File: src/rtl/game_flow_ctrl.sv
// Flappy Bird game sequencer: IDLE/RUN/PAUSE/OVER FSM, engine tick gating, BCD score and high score.
// Latency flap_btn->flap_pulse SYNC_STAGES+2, collide->OVER 1 cycle; no backpressure. Option AUTO_RESTART_EN: OVER exits on hold expiry.
module game_flow_ctrl #(
   parameter int SYNC_STAGES = 2,
   parameter int OVER_HOLD   = 100,
   parameter int HOLD_W      = 8
) (
   input  logic        clk,
   input  logic        clr_n,
   input  logic        tick,
   input  logic        flap_btn,
   input  logic        pause_sw,
   input  logic        collide,
   input  logic        pass,
   output logic        eng_rst,
   output logic        eng_tick,
   output logic        flap_pulse,
   output logic [1:0]  game_state,
   output logic [15:0] score_bcd,
   output logic [15:0] high_bcd,
   output logic        new_high
);

   typedef enum logic [1:0] {
      ST_IDLE  = 2'b00,
      ST_RUN   = 2'b01,
      ST_PAUSE = 2'b10,
      ST_OVER  = 2'b11
   } state_t;

   localparam logic [15:0] SCORE_MAX = 16'h9999;

   state_t              state;
   state_t              state_nxt;
   logic [SYNC_STAGES-1:0] flap_sync;
   logic [SYNC_STAGES-1:0] pause_sync;
   logic                flap_s;
   logic                flap_d;
   logic                flap_edge;
   logic                pause_s;
   logic [HOLD_W-1:0]   hold_cnt;
   logic                hold_zero;
   logic                start_game;
   logic                enter_over;
   logic                pulse_nxt;
   logic [15:0]         score_nxt;

   // Ripple a +1 through four BCD digits; the caller handles saturation at 9999.
   function automatic logic [15:0] bcd_inc(input logic [15:0] v);
      logic [15:0] r;
      logic        carry;
      r     = v;
      carry = 1'b1;
      for (int i = 0; i < 4; i++) begin
         if (carry) begin
            if (r[4*i +: 4] == 4'd9) begin
               r[4*i +: 4] = 4'd0;
            end else begin
               r[4*i +: 4] = r[4*i +: 4] + 4'd1;
               carry       = 1'b0;
            end
         end
      end
      return r;
   endfunction

   always_ff @(posedge clk) begin
      if (!clr_n) begin
         flap_sync  <= '0;
         pause_sync <= '0;
         flap_d     <= 1'b0;
         flap_edge  <= 1'b0;
      end else begin
         flap_sync  <= {flap_sync[SYNC_STAGES-2:0], flap_btn};
         pause_sync <= {pause_sync[SYNC_STAGES-2:0], pause_sw};
         flap_d     <= flap_s;
         // Registered edge: a held button yields exactly one strobe.
         flap_edge  <= flap_s & ~flap_d;
      end
   end

   assign flap_s     = flap_sync[SYNC_STAGES-1];
   assign pause_s    = pause_sync[SYNC_STAGES-1];
   assign hold_zero  = (hold_cnt == '0);
   assign game_state = state;

   always_ff @(posedge clk) begin
      if (!clr_n) begin
         state <= ST_IDLE;
      end else begin
         state <= state_nxt;
      end
   end

   always_comb begin
      state_nxt = state;
      case (state)
         ST_IDLE: begin
            if (flap_edge) state_nxt = ST_RUN;
         end
         ST_RUN: begin
            // A qualifying collision outranks a pause request.
            if (tick && collide) state_nxt = ST_OVER;
            else if (pause_s)    state_nxt = ST_PAUSE;
         end
         ST_PAUSE: begin
            if (!pause_s) state_nxt = ST_RUN;
         end
         ST_OVER: begin
`ifdef AUTO_RESTART_EN
            if (hold_zero) state_nxt = ST_IDLE;
`else
            if (hold_zero && flap_edge) state_nxt = ST_IDLE;
`endif
         end
         default: state_nxt = ST_IDLE;
      endcase
   end

   always_comb begin
      eng_tick   = 1'b0;
      start_game = 1'b0;
      enter_over = 1'b0;
      pulse_nxt  = 1'b0;
      case (state)
         ST_IDLE: begin
            start_game = flap_edge;
            pulse_nxt  = flap_edge;
         end
         ST_RUN: begin
            eng_tick   = tick;
            enter_over = (state_nxt == ST_OVER);
            pulse_nxt  = flap_edge && (state_nxt == ST_RUN);
         end
         default: ;
      endcase
   end

   always_comb begin
      score_nxt = score_bcd;
      if (state == ST_RUN && pass && score_bcd != SCORE_MAX) begin
         score_nxt = bcd_inc(score_bcd);
      end
   end

   always_ff @(posedge clk) begin
      if (!clr_n) begin
         eng_rst    <= 1'b1;
         flap_pulse <= 1'b0;
         score_bcd  <= '0;
         high_bcd   <= '0;
         new_high   <= 1'b0;
         hold_cnt   <= '0;
      end else begin
         eng_rst    <= (state_nxt == ST_IDLE);
         flap_pulse <= pulse_nxt;
         if (start_game) begin
            score_bcd <= '0;
            new_high  <= 1'b0;
         end else begin
            score_bcd <= score_nxt;
         end
         if (enter_over) begin
            hold_cnt <= HOLD_W'(OVER_HOLD);
            // Packed BCD orders like binary, so a plain compare is MSD-first digit-wise.
            if (score_nxt > high_bcd) begin
               high_bcd <= score_nxt;
               new_high <= 1'b1;
            end
         end else if (state == ST_OVER && tick && !hold_zero) begin
            hold_cnt <= hold_cnt - HOLD_W'(1);
         end
      end
   end

endmodule

File: config.mk
export PLATFORM = sky130hd
export DESIGN_NAME = game_flow_ctrl
export DESIGN_NICKNAME = d
export VERILOG_FILES = /design/src/rtl/game_flow_ctrl.sv
export SDC_FILE = /design/constraint.sdc
export NUM_CORES = 1
export LEC_CHECK = 0
export CAP_MARGIN = 40
export CORE_MARGIN = 2
export CORE_UTILIZATION = 40
export CTS_CLUSTER_DIAMETER = 40
export DETAILED_ROUTE_END_ITERATION = 16
export PLACE_DENSITY = 0.62
export SLEW_MARGIN = 0
export SYNTH_ARGS = -nofsm -noshare
export SYNTH_HDL_FRONTEND = slang
export SYNTH_SLANG_ARGS = --single-unit
File: constraint.sdc
create_clock -name clk -period 3.4 [get_ports clk]
set_input_delay 0.34 -clock clk [delete_from_list [all_inputs] [get_ports clk]]
set_output_delay 0.34 -clock clk [all_outputs]
set_load 0.005 [all_outputs]
# Word-level counts from Yosys, hierarchy flattened
# Index checks and enable logic that the tools add are counted.
# word_totals
reg_bits,51
latch_bits,0
ramBits,0
rom_bits,0
inputBits,7
out_inout_bits,38
elab_cells,77
n_memories,0
# op_classes
add_sub_neg,5
n_mul,0
n_div,0
order_cmp,1
eq_ne,10
shifts,0
n_mux,31
bitwise_logic,3
reduce_logical,15
# ops
cell,n
$mux 4,7
$add 4x1->4 const B,4
$eq 4x4->1 const B,4
$gt 16x16->1,1
$mux 16,1
$ne 16x16->1 const B,1
$mux 1,14
$mux 7,2
$mux 2,5
$logic_not 8->1,1
$pmux 2 s4,1
$sub 8x1->8 const B,1
$logic_and 1x1->1,7
$eq 2x2->1 const B,3
$eq 2x1->1 const B,2
$logic_not 2->1,2
$reduce_or 2->1,2
$not 1->1,2
$pmux 1 s2,1
$reduce_and 2->1,1
$reduce_bool 2->1,1
$and 1x1->1,1
$logic_not 1->1,1

# Longest topological paths before layout
# depth
ltp_word,13
depth_mapped,15
mapped_depth_nobuf,12

# Worst setup path before layout
# OpenSTA, ideal clock, no wires.
# synth_path
kind,register -> register
from,register score_bcd[13]
to,register high_bcd[9]
setup_time_ns,0.123
arrival_time_ns,3.275
required_time_ns,3.277
setup_slack_ns,0.003
path_stages_with_launch,16
path_buffers,3
synth_period_minus_slack_ns,3.397
cell_sequence,dfxtp_1 > inv_1 > ha_1 > and3b_1 > clkbuf_1 > a211oi_2 > a21oi_1 > or2_2 > ha_1 > a21o_1 > a21o_1 > a2111o_1 > o31a_1 > buf_6 > buf_12 > mux2i_1
# synth_between
elab_chain_len,6
elab_cells_between_ends,9
cone_classes,add/sub: 1; order compare: 1; eq/ne: 2; mux: 3; reduce/logical: 2
# synth_lines
element,line_no,rtl
start: declaration,19,"output logic [15:0] score_bcd,"
start signal: assignment,161,score_bcd <= score_nxt;
$add 4x1->4 or $eq 4x4->1 (tied branches),"59, 56",
$mux 4,56,if (r[4*i +: 4] == 4'd9) begin
$mux 4,55,if (carry) begin
$mux 16 (*),141,if (state == ST_RUN && pass && score_bcd != SCORE_MAX) begin
via score_nxt[13],46,logic [15:0] score_nxt;
$gt 16x16->1 (*),166,if (score_nxt > high_bcd) begin
$reduce_and 2->1 (no source line) (*),-,
end signal: assignment,167,high_bcd <= score_nxt;
end: declaration,20,"output logic [15:0] high_bcd,"
# The timed path passes the listed nets; every way through them passes the cells marked *.
# A chain may end at the register's enable or synchronous reset.

# Worst setup path in the final report
# layout_path
from,register score_bcd[1]
to,register new_high
# layout_between
elab_chain_len,12
elab_cells_between_ends,18
cone_classes,add/sub: 1; order compare: 1; eq/ne: 2; mux: 13; reduce/logical: 1
# layout_lines
element,line_no,rtl
$eq 4x4->1,56,
$mux 1,56,
$mux 1,141,
$mux 1,55,
$mux 1,141,
$mux 1,55,
$mux 1,141,
$mux 4,55,
$mux 16 (*),141,
via score_nxt[14],46,
$gt 16x16->1 (*),166,
$mux 1 (*),166,
$mux 1 (*),163,if (enter_over) begin
end signal: assignment,152,new_high <= 1'b0;
end signal: assignment,159,new_high <= 1'b0;
end signal: assignment,168,new_high <= 1'b1;
end: declaration,21,output logic new_high
# The timed path passes the listed nets; every way through them passes the cells marked *. The select of a mux whose other input is x is not followed.

==> impl_metrics.csv <==
group,metric,value,unit
drt,drt_iter0_drc,113,
placed_design,gp_congestion,0.851,
power_and_ir_drop,clkPwrFrac,0.407,
sta,setup_viol,0,
sta,layout_setup_ws,0.0295,ns
drt,drcViolationCount,0,
cts,cts_sinks,51,
final_layout,layout_commonest_cell,"dfxtp_1",
drt,ant_nets,0,
placed_design,place_ws,-0.147,ns
synth,syn_inst,333,
drt,drt_first_pass_iters,4,
final_layout,fillerInstances,661,
final_layout,final_nets,447,
worst_setup_path,end_kind,"flop",
die,die-height,89.2,um
cts,htreeDepth,2,
sta,fin_crit,3.37,ns
synth,yosys_register_bits,51,
synth,ys_seq_area_frac,0.352,
final_layout,drive_above_1_share,0.210,
final_layout,antenna_cells,0,
die,ioPinCount,45,
worst_setup_path,path_class,"reg2reg",
worst_setup_path,critPathSlowestCell,"a211oi_4",
worst_setup_path,cp_slowest_stage_delay,0.38,ns
worst_setup_path,cp_top_family,"compound AO/OA/AOI/OAI gates",
power_and_ir_drop,power_density,274,nW/um2
die,die_w,89.2,um
worst_setup_path,startpoint_type,"flop",
min_path,min-delay-path-class,"reg2reg",
die,core-area,7140,um2
cts,cts_tree,"built",
cts,clock_latency,0.31,ns
sta,finalCritPeriodShare,0.991,
sta,fmax,297,MHz
power_and_ir_drop,power_frac_comb,0.039,
global_route,grt_pass1_vias,2535,
synth,synth_edf_count,0,
global_route,track_usage,0.191,
die,num_rows,31,
final_layout,final_core_util,0.558,
cts,hold_buffers,0,
global_route,overflow,0,
worst_setup_path,critPathMaxFanout,5,
synth,synth.cell_area,2900,um2
synth,async_flop_share,0,
cts,cts_buffers,5,
cts,cts_buffer_depth,2,
worst_setup_path,cp.buffers_inverters,3,
drt,routed_wl,7170,um
synth,ys_warn_count,0,
placed_design,port_buffers,44,
power_and_ir_drop,p_int,859,uW
power_and_ir_drop,switching_share,0.212,
die,die-area,7950,um2
outcome,status,"completed",
cts,cts_root_buf,"clkbuf_8",
worst_setup_path,reg2regPathDepth,14,
final_layout,syn2layout_area_growth,37.4,%
drt,vias,2627,
power_and_ir_drop,p_seq_frac,0.554,
sta,rsz0062_at_grt,"true",
worst_setup_path,cpMostUsedCell,"ha_4",
power_and_ir_drop,irDropWorstVdd,218,uV
sta,slew-limit-headroom,0.708,
sta,drv_slew,0,
final_layout,layout_common_cells,"49 x dfxtp_1, 44 x clkdlybuf4s50_1, 39 x buf_4, 32 x nand2_1, 28 x inv_1",
global_route,grt_pass1_wl,11700,um
job,drv_cap,0,
synth,syn_avg_cell_area,8.71,um2
sta,tightest_slew,0.437,ns
worst_setup_path,cp_data_arrival_time,3.58,ns
synth,synth_ff_type,"dfxtp_1",
global_route,grt_max_degree,47,
placed_design,hpwlAfterDp,5270,um
die,start_util,0.406,
drt,viasPerCell,5.11,
sta,clock_skew,0.00940,ns
cts,clk_pin_slew_worst_paths,0.10,ns
worst_setup_path,cp_num_cells,14,
global_route,antenna_found_initial,0,
worst_setup_path,crit_required,3.60,ns
drt,post_drt_wl_per_cell,14.0,um
worst_setup_path,worstPathCellList,"inv_2, ha_4, and3b_2, a211oi_4, buf_6, a31oi_4, or2_4, ha_4, nand4_1, nor3_2, a2111o_1, o31a_1, buf_12, a22o_2",
synth,synth_fp_nets,366,
synth,ys_types,48,
sta,hold_viol_final,0,
power_and_ir_drop,power.switching,231,uW
power_and_ir_drop,leakagePower,1.58,nW
min_path,min_path_cells,1,
-- routing by layer --
| layer | global-route usage | routed length, um |
|---|---|---|
| met5 | 0 | 0 |
| met4 | 0.0814 | 174 |
| met3 | 0.0323 | 338 |
| met2 | 0.322 | 3480 |
| met1 | 0.241 | 3180 |
-- power groups by stage --
stage / sequential (mW) / combinational, mW / clock (mW)
4_1_cts: 0.604 / 0.0423 / 0.456
2_1_floorplan: 0.618 / 0.0218 / 0
5_1_grt: 0.605 / 0.0470 / 0.479
3_3_place_gp: 0.618 / 0.0417 / 0
3_5_place_dp: 0.618 / 0.0418 / 0
6_report: 0.604 / 0.0425 / 0.443
-- flip-flops by register name, indices dropped and copies added, names as in the netlist --
name and count:
flap_sync 2, pause_sync 2, game_state 2, flap_d 1, new_high 1, flap_edge 1
hold_cnt 8, flap_pulse 1, high_bcd 16, score_bcd 16, eng_rst 1
-- cell families after synthesis --
logic type,after synthesis,share of synthesized area
xor gates and xnor gates,7,0.0211
muxes,19,0.0669
and+or+nand+nor,129,0.242
DFF,51,0.352
buffers and inverters,43,0.0647
AOI/OAI and AO/OA,58,0.142
adders and majority gates,26,0.112
-- path summary, 6_finish.rpt --
check	start	to	slack, ns
worst max-delay path	score_bcd[1]$_SDFF_PP0_	new_high$_SDFF_PN0_	0.03
worst min-delay path	flap_d$_SDFF_PN0_	flap_edge$_SDFF_PN0_	0.39
worst min register to register	flap_d$_SDFF_PN0_	flap_edge$_SDFF_PN0_	0.39
worst max register to register	score_bcd[1]$_SDFF_PP0_	new_high$_SDFF_PN0_	0.03
-- worst reg2reg max path, delay by kind of cell (launching register included) --
| kind | cells | cell delay [ns] |
|---|---|---|
| AOI/OAI and AO/OA | 5 | 1.34 |
| and+or+nand+nor | 4 | 0.82 |
| buffers and inverters | 3 | 0.39 |
| adders and majority gates | 2 | 0.39 |
| DFF | 1 | 0.34 |
-- stage by stage --
stage	total power, mW	hold slack, ns	cell area [um2]	instances	TNS, ns
2_1_floorplan	0.640	0.367	2900	333	0
3_3_place_gp	0.660	0.371	3660	498	-0.114
6_report	1.09	0.388	3980	514	0
5_1_grt	1.13	0.404	3980	514	-0.448
3_5_place_dp	0.660	0.381	3660	498	-1.37
4_1_cts	1.10	0.394	3940	512	0
-- cell usage after synthesis, types with 3 or more instances --
library cell,number,share of area
nor3_1,10,0.017
dfxtp_1,51,0.35
nand4_1,5,0.011
or3_1,3,0.0065
a21boi_0,7,0.018
nor4_1,4,0.0086
nand3_1,7,0.012
a21oi_1,14,0.024
mux2_2,3,0.012
and3b_1,6,0.018
inv_1,30,0.039
nand2_1,32,0.041
and3_1,3,0.0065
or2_2,7,0.015
xnor2_1,6,0.018
nand3b_1,4,0.010
nor2b_1,10,0.022
nor2_1,16,0.021
clkbuf_1,9,0.012
and2_1,14,0.030
and4_1,3,0.0091
a21o_1,4,0.010
mux2i_1,16,0.055
o21ai_0,11,0.019
a31oi_1,5,0.011
ha_1,26,0.11
a41oi_1,3,0.0091
-- cell type report --
class	count	area, um2	area share
repair buffers	87	787	0.198
inverters	30	113	0.0283
clock buffers	6	82.6	0.0207
multi-input cells	239	1820	0.457
well taps	99	124	0.0311
flip-flops and latches	51	1020	0.257
clock inverters	2	35.0	0.00879
-- timing repair --
item | in CTS | in global routing
pin swaps | 11 | 9
endpoints found under the setup margin | 9 | 17
gates cloned | 1 | 0
gates resized for setup | 23 | 11
setup buffers | 5 | 3
(Power assumes the default switching activity.)
